[src/rtl/fifo_stream_reader_if.sv]
// FIFO read port plus valid/ready output stream for fifo_stream_reader.
// master = reader side, slave = FIFO + consumer side.
interface fifo_stream_reader_if #(
    parameter int unsigned DATA_W = 16
);
    logic              fifo_empty;
    logic              fifo_rd_en;
    logic [DATA_W-1:0] fifo_data_out;
    logic              fifo_underflow;
    logic              m_valid;
    logic              m_ready;
    logic [DATA_W-1:0] m_data;

    modport master (
        input  fifo_empty, fifo_data_out, fifo_underflow, m_ready,
        output fifo_rd_en, m_valid, m_data
    );

    modport slave (
        output fifo_empty, fifo_data_out, fifo_underflow, m_ready,
        input  fifo_rd_en, m_valid, m_data
    );
endinterface

[src/rtl/fifo_stream_reader.sv]
// Read-side FIFO controller: read credits + 2-entry skid buffer feeding a valid/ready stream.
// Optional macro UNDERFLOW_CHK_EN adds the sticky err_underflow output.
module fifo_stream_reader #(
    parameter int unsigned DATA_W = 16,
    parameter int unsigned CNT_W  = 16
) (
    input  logic                   clk,
    input  logic                   rst,
    input  logic                   enable,
    fifo_stream_reader_if.master   bus,
    output logic                   busy,
    output logic [CNT_W-1:0]       words_out
`ifdef UNDERFLOW_CHK_EN
    ,
    output logic                   err_underflow
`endif
);
    typedef enum logic [1:0] {
        IDLE,
        RUN,
        FLUSH
    } state_t;

    state_t            r_state;
    state_t            w_state_next;
    logic [1:0]        r_occ;
    logic              r_inflight;
    logic [DATA_W-1:0] r_buf [2];
    logic [CNT_W-1:0]  r_words;

    logic              w_pop;
    logic              w_rd_en;
    logic [1:0]        w_level;
    logic              w_wr_idx;

    // Occupancy after this cycle; a read is allowed only if its word is sure to find a slot.
    assign w_pop    = (r_occ != 2'd0) && bus.m_ready;
    assign w_level  = r_occ + {1'b0, r_inflight} - {1'b0, w_pop};
    assign w_rd_en  = (r_state == RUN) && !bus.fifo_empty && (w_level < 2'd2);
    assign w_wr_idx = (r_occ == 2'd1) && !w_pop;

    assign bus.fifo_rd_en = w_rd_en;
    assign bus.m_valid    = (r_occ != 2'd0);
    assign bus.m_data     = r_buf[0];
    assign busy           = (r_state != IDLE);
    assign words_out      = r_words;

    always_comb begin
        w_state_next = r_state;
        unique case (r_state)
            IDLE:    if (enable) w_state_next = RUN;
            RUN:     if (!enable) w_state_next = FLUSH;
            FLUSH: begin
                if (enable)
                    w_state_next = RUN;
                else if ((r_occ == 2'd0) && !r_inflight && !w_pop)
                    w_state_next = IDLE;
            end
            default: w_state_next = IDLE;
        endcase
    end

    always_ff @(posedge clk) begin
        if (rst) begin
            r_state    <= IDLE;
            r_occ      <= '0;
            r_inflight <= 1'b0;
            r_words    <= '0;
        end else begin
            r_state    <= w_state_next;
            r_occ      <= w_level;
            r_inflight <= w_rd_en;
            if (w_pop)
                r_words <= r_words + 1'b1;
        end
    end

    // Pop shifts the tail to the head; an arriving word then lands in the first free slot.
    always_ff @(posedge clk) begin
        if (rst) begin
            r_buf[0] <= '0;
            r_buf[1] <= '0;
        end else begin
            if (w_pop)
                r_buf[0] <= r_buf[1];
            if (r_inflight)
                r_buf[w_wr_idx] <= bus.fifo_data_out;
        end
    end

`ifdef UNDERFLOW_CHK_EN
    logic r_err;

    always_ff @(posedge clk) begin
        if (rst)
            r_err <= 1'b0;
        else if ((r_inflight && bus.fifo_underflow) || (w_rd_en && bus.fifo_empty))
            r_err <= 1'b1;
    end

    assign err_underflow = r_err;
`endif
endmodule

[src/flat_wrapper.sv]
// flat-port wrapper written by rule: the top's interface ports become plain ports
module fifo_stream_reader_flat 
#(
    parameter int unsigned DATA_W = 16,
    parameter int unsigned CNT_W  = 16
)
  (clk, rst, enable, busy, words_out, bus_fifo_empty, bus_fifo_data_out, bus_fifo_underflow, bus_m_ready, bus_fifo_rd_en, bus_m_valid, bus_m_data);
  fifo_stream_reader_if #(.DATA_W(DATA_W)) bus_i ();
  input  logic clk;
  input  logic rst;
  input  logic enable;
  output logic busy;
  output logic [CNT_W-1:0] words_out;
  input wire logic [$bits(bus_i.fifo_empty)-1:0] bus_fifo_empty;
  input wire logic [$bits(bus_i.fifo_data_out)-1:0] bus_fifo_data_out;
  input wire logic [$bits(bus_i.fifo_underflow)-1:0] bus_fifo_underflow;
  input wire logic [$bits(bus_i.m_ready)-1:0] bus_m_ready;
  output wire logic [$bits(bus_i.fifo_rd_en)-1:0] bus_fifo_rd_en;
  output wire logic [$bits(bus_i.m_valid)-1:0] bus_m_valid;
  output wire logic [$bits(bus_i.m_data)-1:0] bus_m_data;
  assign bus_i.fifo_empty = bus_fifo_empty;
  assign bus_i.fifo_data_out = bus_fifo_data_out;
  assign bus_i.fifo_underflow = bus_fifo_underflow;
  assign bus_i.m_ready = bus_m_ready;
  assign bus_fifo_rd_en = bus_i.fifo_rd_en;
  assign bus_m_valid = bus_i.m_valid;
  assign bus_m_data = bus_i.m_data;
  fifo_stream_reader #(.DATA_W(DATA_W), .CNT_W(CNT_W)) u_core (.clk(clk), .rst(rst), .enable(enable), .bus(bus_i), .busy(busy), .words_out(words_out));
endmodule
[config.mk]
export PLATFORM = sky130hd
export DESIGN_NAME = fifo_stream_reader_flat
export DESIGN_NICKNAME = d
export VERILOG_FILES = /design/src/rtl/fifo_stream_reader_if.sv /design/src/rtl/fifo_stream_reader.sv /design/src/flat_wrapper.sv
export SDC_FILE = /design/constraint.sdc
export NUM_CORES = 1
export LEC_CHECK = 0
export ABC_CLOCK_PERIOD_IN_PS = 4500
export CAP_MARGIN = 20
export CORE_ASPECT_RATIO = 1.1
export CORE_MARGIN = 1
export CORE_UTILIZATION = 52
export DETAILED_ROUTE_END_ITERATION = 10
export GPL_ROUTABILITY_DRIVEN = 0
export PLACE_DENSITY = 0.95
export SLEW_MARGIN = 20
export SYNTH_ARGS = -nofsm -noshare
export SYNTH_HDL_FRONTEND = slang
export SYNTH_SLANG_ARGS = --single-unit
[constraint.sdc]
create_clock -name clk -period 4.5 [get_ports clk]
set_clock_uncertainty 0.15 [all_clocks]
set_input_delay 1.125 -clock clk [delete_from_list [all_inputs] [get_ports clk]]
set_output_delay 1.125 -clock clk [all_outputs]
set_load 0.005 [all_outputs]
==> impl_metrics.json <==
{
  "grt_antenna_before_repair": 0,
  "start_kind": "primary input",
  "routed_wl_mm": 4.57,
  "postCtsHoldBufs": 0,
  "fillCellCount": 269,
  "combPwrFrac_pct": 6.5,
  "synth_top_family_by_area": "simple AND/OR/NAND/NOR gates",
  "power_switching_mw": 0.175,
  "synth_nets": 206,
  "worst-setup-path-type": "in2out",
  "endpoint_kind": "output port",
  "dp_hpwl_mm": 3.21,
  "core_sq_um": 3990,
  "drc_errors": 0,
  "worst_pin_slew_ns": 1.01,
  "min_path_type": "reg2reg",
  "status": "completed",
  "power_frac_clock_pct": 35.5,
  "drtAntennaViolNets": 0,
  "yosys.area_share.simple_pct": 17.7,
  "synth_largest_area_cell": "edfxtp_1",
  "synth_most_common_cell": "edfxtp_1",
  "clockBufferDepth": 2,
  "finalHoldViolations": 0,
  "synth_common_cells": "edfxtp_1, dfxtp_1, a22o_1, and2_1",
  "cts-root-buf": "clkbuf_8",
  "setup_viol": 0,
  "ys_seq_area_share_pct": 63.0,
  "first_pass_iters": 4,
  "yosys_warnings": 0,
  "post_cts_buffers": 0,
  "synth-edff-count": 32,
  "synth_ff_type": "edfxtp_1",
  "cts.clk_slew.worst_paths_ns": 0.08,
  "syn_to_final_growth_pct": 33.8,
  "r2r_slack_ns": 2.40,
  "insertion_delay_ns": 0.30,
  "fin_nets": 265,
  "synthMuxAreaShare_pct": 0,
  "io-pin-count": 57,
  "synth-adder-area-share_pct": 1.14,
  "synth_cell_types": 32,
  "ys_async_sr_fraction_pct": 0,
  "grt_usage_pct": 22.0,
  "grt_first_pass_wirelength_mm": 7.36,
  "cts.sinks": 53,
  "ys_ff_latch": 53,
  "portBuffers": 55,
  "crit_path_max_incr_delay_ns": 0.61,
  "grt_pass1_vias": 1582,
  "fin_crit_ns": 4.26,
  "die_area_sq_um": 4480,
  "drt-wirelength-per-cell_um": 15.5,
  "num_vias": 1654,
  "hold_path_depth": 1,
  "cts_tree": "built",
  "cts_resized": 0,
  "critPathSlowestCell": "clkdlybuf4s50_1",
  "syn_avg_cell_area_sq_um": 12.0,
  "die_x_um": 63.9,
  "fmax_mhz": 235,
  "reg2reg_depth": 4,
  "synth_top_area_share_pct": 43.9,
  "synth-compound-area-share_pct": 12.2,
  "slew_violations": 0,
  "drt_iter0_drc": 59,
  "fin_crit_sh_pct": 94.6,
  "rows": 24,
  "cp_cell_sequence": "clkdlybuf4s50_1 > o21ai_0 > ha_1 > xnor2_1 > nor3_1 > clkdlybuf4s50_1",
  "required_ns": 3.22,
  "htree_levels": 2,
  "relSlewSlack_pct": 32.4,
  "intPower_mw": 0.743,
  "leakagePower_nw": 1.02,
  "power.density_nw_per_um2": 313,
  "syn_area_sq_um": 2190,
  "start_util_pct": 54.9,
  "numCtsBuffers": 5,
  "yosys.area_share.xor_xnor_pct": 4.00,
  "drive_gt1_share_pct": 7.02,
  "grt_max_degree": 26,
  "die_h_um": 70.1,
  "synth.area.top_cells": "edfxtp_1, dfxtp_1, a22o_1",
  "worst_path_most_repeated_cell": "clkdlybuf4s50_1",
  "avgViaCountPerCell": 5.63,
  "seq_power_share_pct": 58.0,
  "cp_max_fo": 7,
  "sw_frac_of_total_pct": 19.1,
  "rsz0062_at_grt": "false",
  "overflow": 0,
  "finalCoreUtilization_pct": 73.4,
  "peakVddDrop_uv": 333,
  "worstPathArrival_ns": 2.98,
  "diodes": 0,
  "synthCells": 182,
  "cap_violations": 0,
  "fin_setup_tns_ns": 0
}
-- stage by stage --
step | setup slack (ns) | total power [mW] | cell area, sq um | hold slack [ns] | cells
global route | 0.134 | 0.949 | 2930 | 0.384 | 294
detailed placement | 0.233 | 0.603 | 2810 | 0.334 | 286
CTS | 0.225 | 0.922 | 2930 | 0.348 | 294
global placement | 0.282 | 0.600 | 2810 | 0.298 | 286
floorplan | 1.45 | 0.558 | 2190 | 0.279 | 182
finish | 0.244 | 0.918 | 2930 | 0.347 | 294
-- power groups by stage --
stage	Combinational, mW	Sequential (mW)	Clock (mW)
6_report	0.0593	0.532	0.326
3_5_place_dp	0.0590	0.544	0
3_3_place_gp	0.0573	0.543	0
4_1_cts	0.0595	0.532	0.330
5_1_grt	0.0634	0.534	0.352
2_1_floorplan	0.0146	0.543	0
-- state kept, by name (all words and copies together) (netlist names) --
signal             count
u_core.r_inflight      1
u_core.words_out      16
u_core.r_occ           2
u_core.r_state         2
u_core.r_buf          32
-- layout make-up --
type | instances | area, sq um | area share [%]
inverters | 5 | 18.8 | 0.640
well taps | 52 | 65.1 | 2.22
multi-input cells | 118 | 772 | 26.3
clock buffers | 6 | 82.6 | 2.82
clock inverters | 2 | 37.5 | 1.28
repair buffers | 58 | 573 | 19.6
flip-flops and latches | 53 | 1380 | 47.1
-- final timing paths --
path                          start            endpoint
setup reg to reg    u_core.r_occ[1]  u_core.r_buf[0][0]
hold / removal    u_core.r_state[1]   u_core.r_state[0]
setup / recovery        bus_m_ready      bus_fifo_rd_en
hold reg to reg   u_core.r_state[1]   u_core.r_state[0]
-- layout by cell type (no fill, tap or decap), drive strengths merged, types with 7 or more instances in the layout --
master         netlist  final
xnor2                8      8
a21oi                7      7
clkdlybuf4s50        0     55
nor2                 9      9
dfxtp               21     21
o21ai               10     10
nand2                8      8
a22o                16     16
or3                  8      8
and2                16     16
edfxtp              32     32
-- worst max-delay path: cells and delay by family --
family / cells / cell delay (ns)
AO/OA/AOI/OAI: 1 / 0.14
XOR/XNOR: 1 / 0.16
AND/OR/NAND/NOR: 1 / 0.21
adder cells (fa/ha/maj): 1 / 0.21
buffers and inverters: 2 / 1.14
-- cells by family (layout without fill, tap and decap cells) --
kind of cell	after synthesis	count (layout)
xor+xnor	10	10
compound gates	38	38
simple gates	68	68
fa+ha+maj	2	2
flops	53	53
buf+inv	11	71
-- per-layer routing --
metal	up-vias	part of all wire [%]	track usage, %
met2	63	52	38.4
met3	8	5.5	5.23
li1	793	-	-
met4	0	2.2	9.09
met1	790	41	25.7
met5	-	0	0
Power figures use the tool's default switching activity.
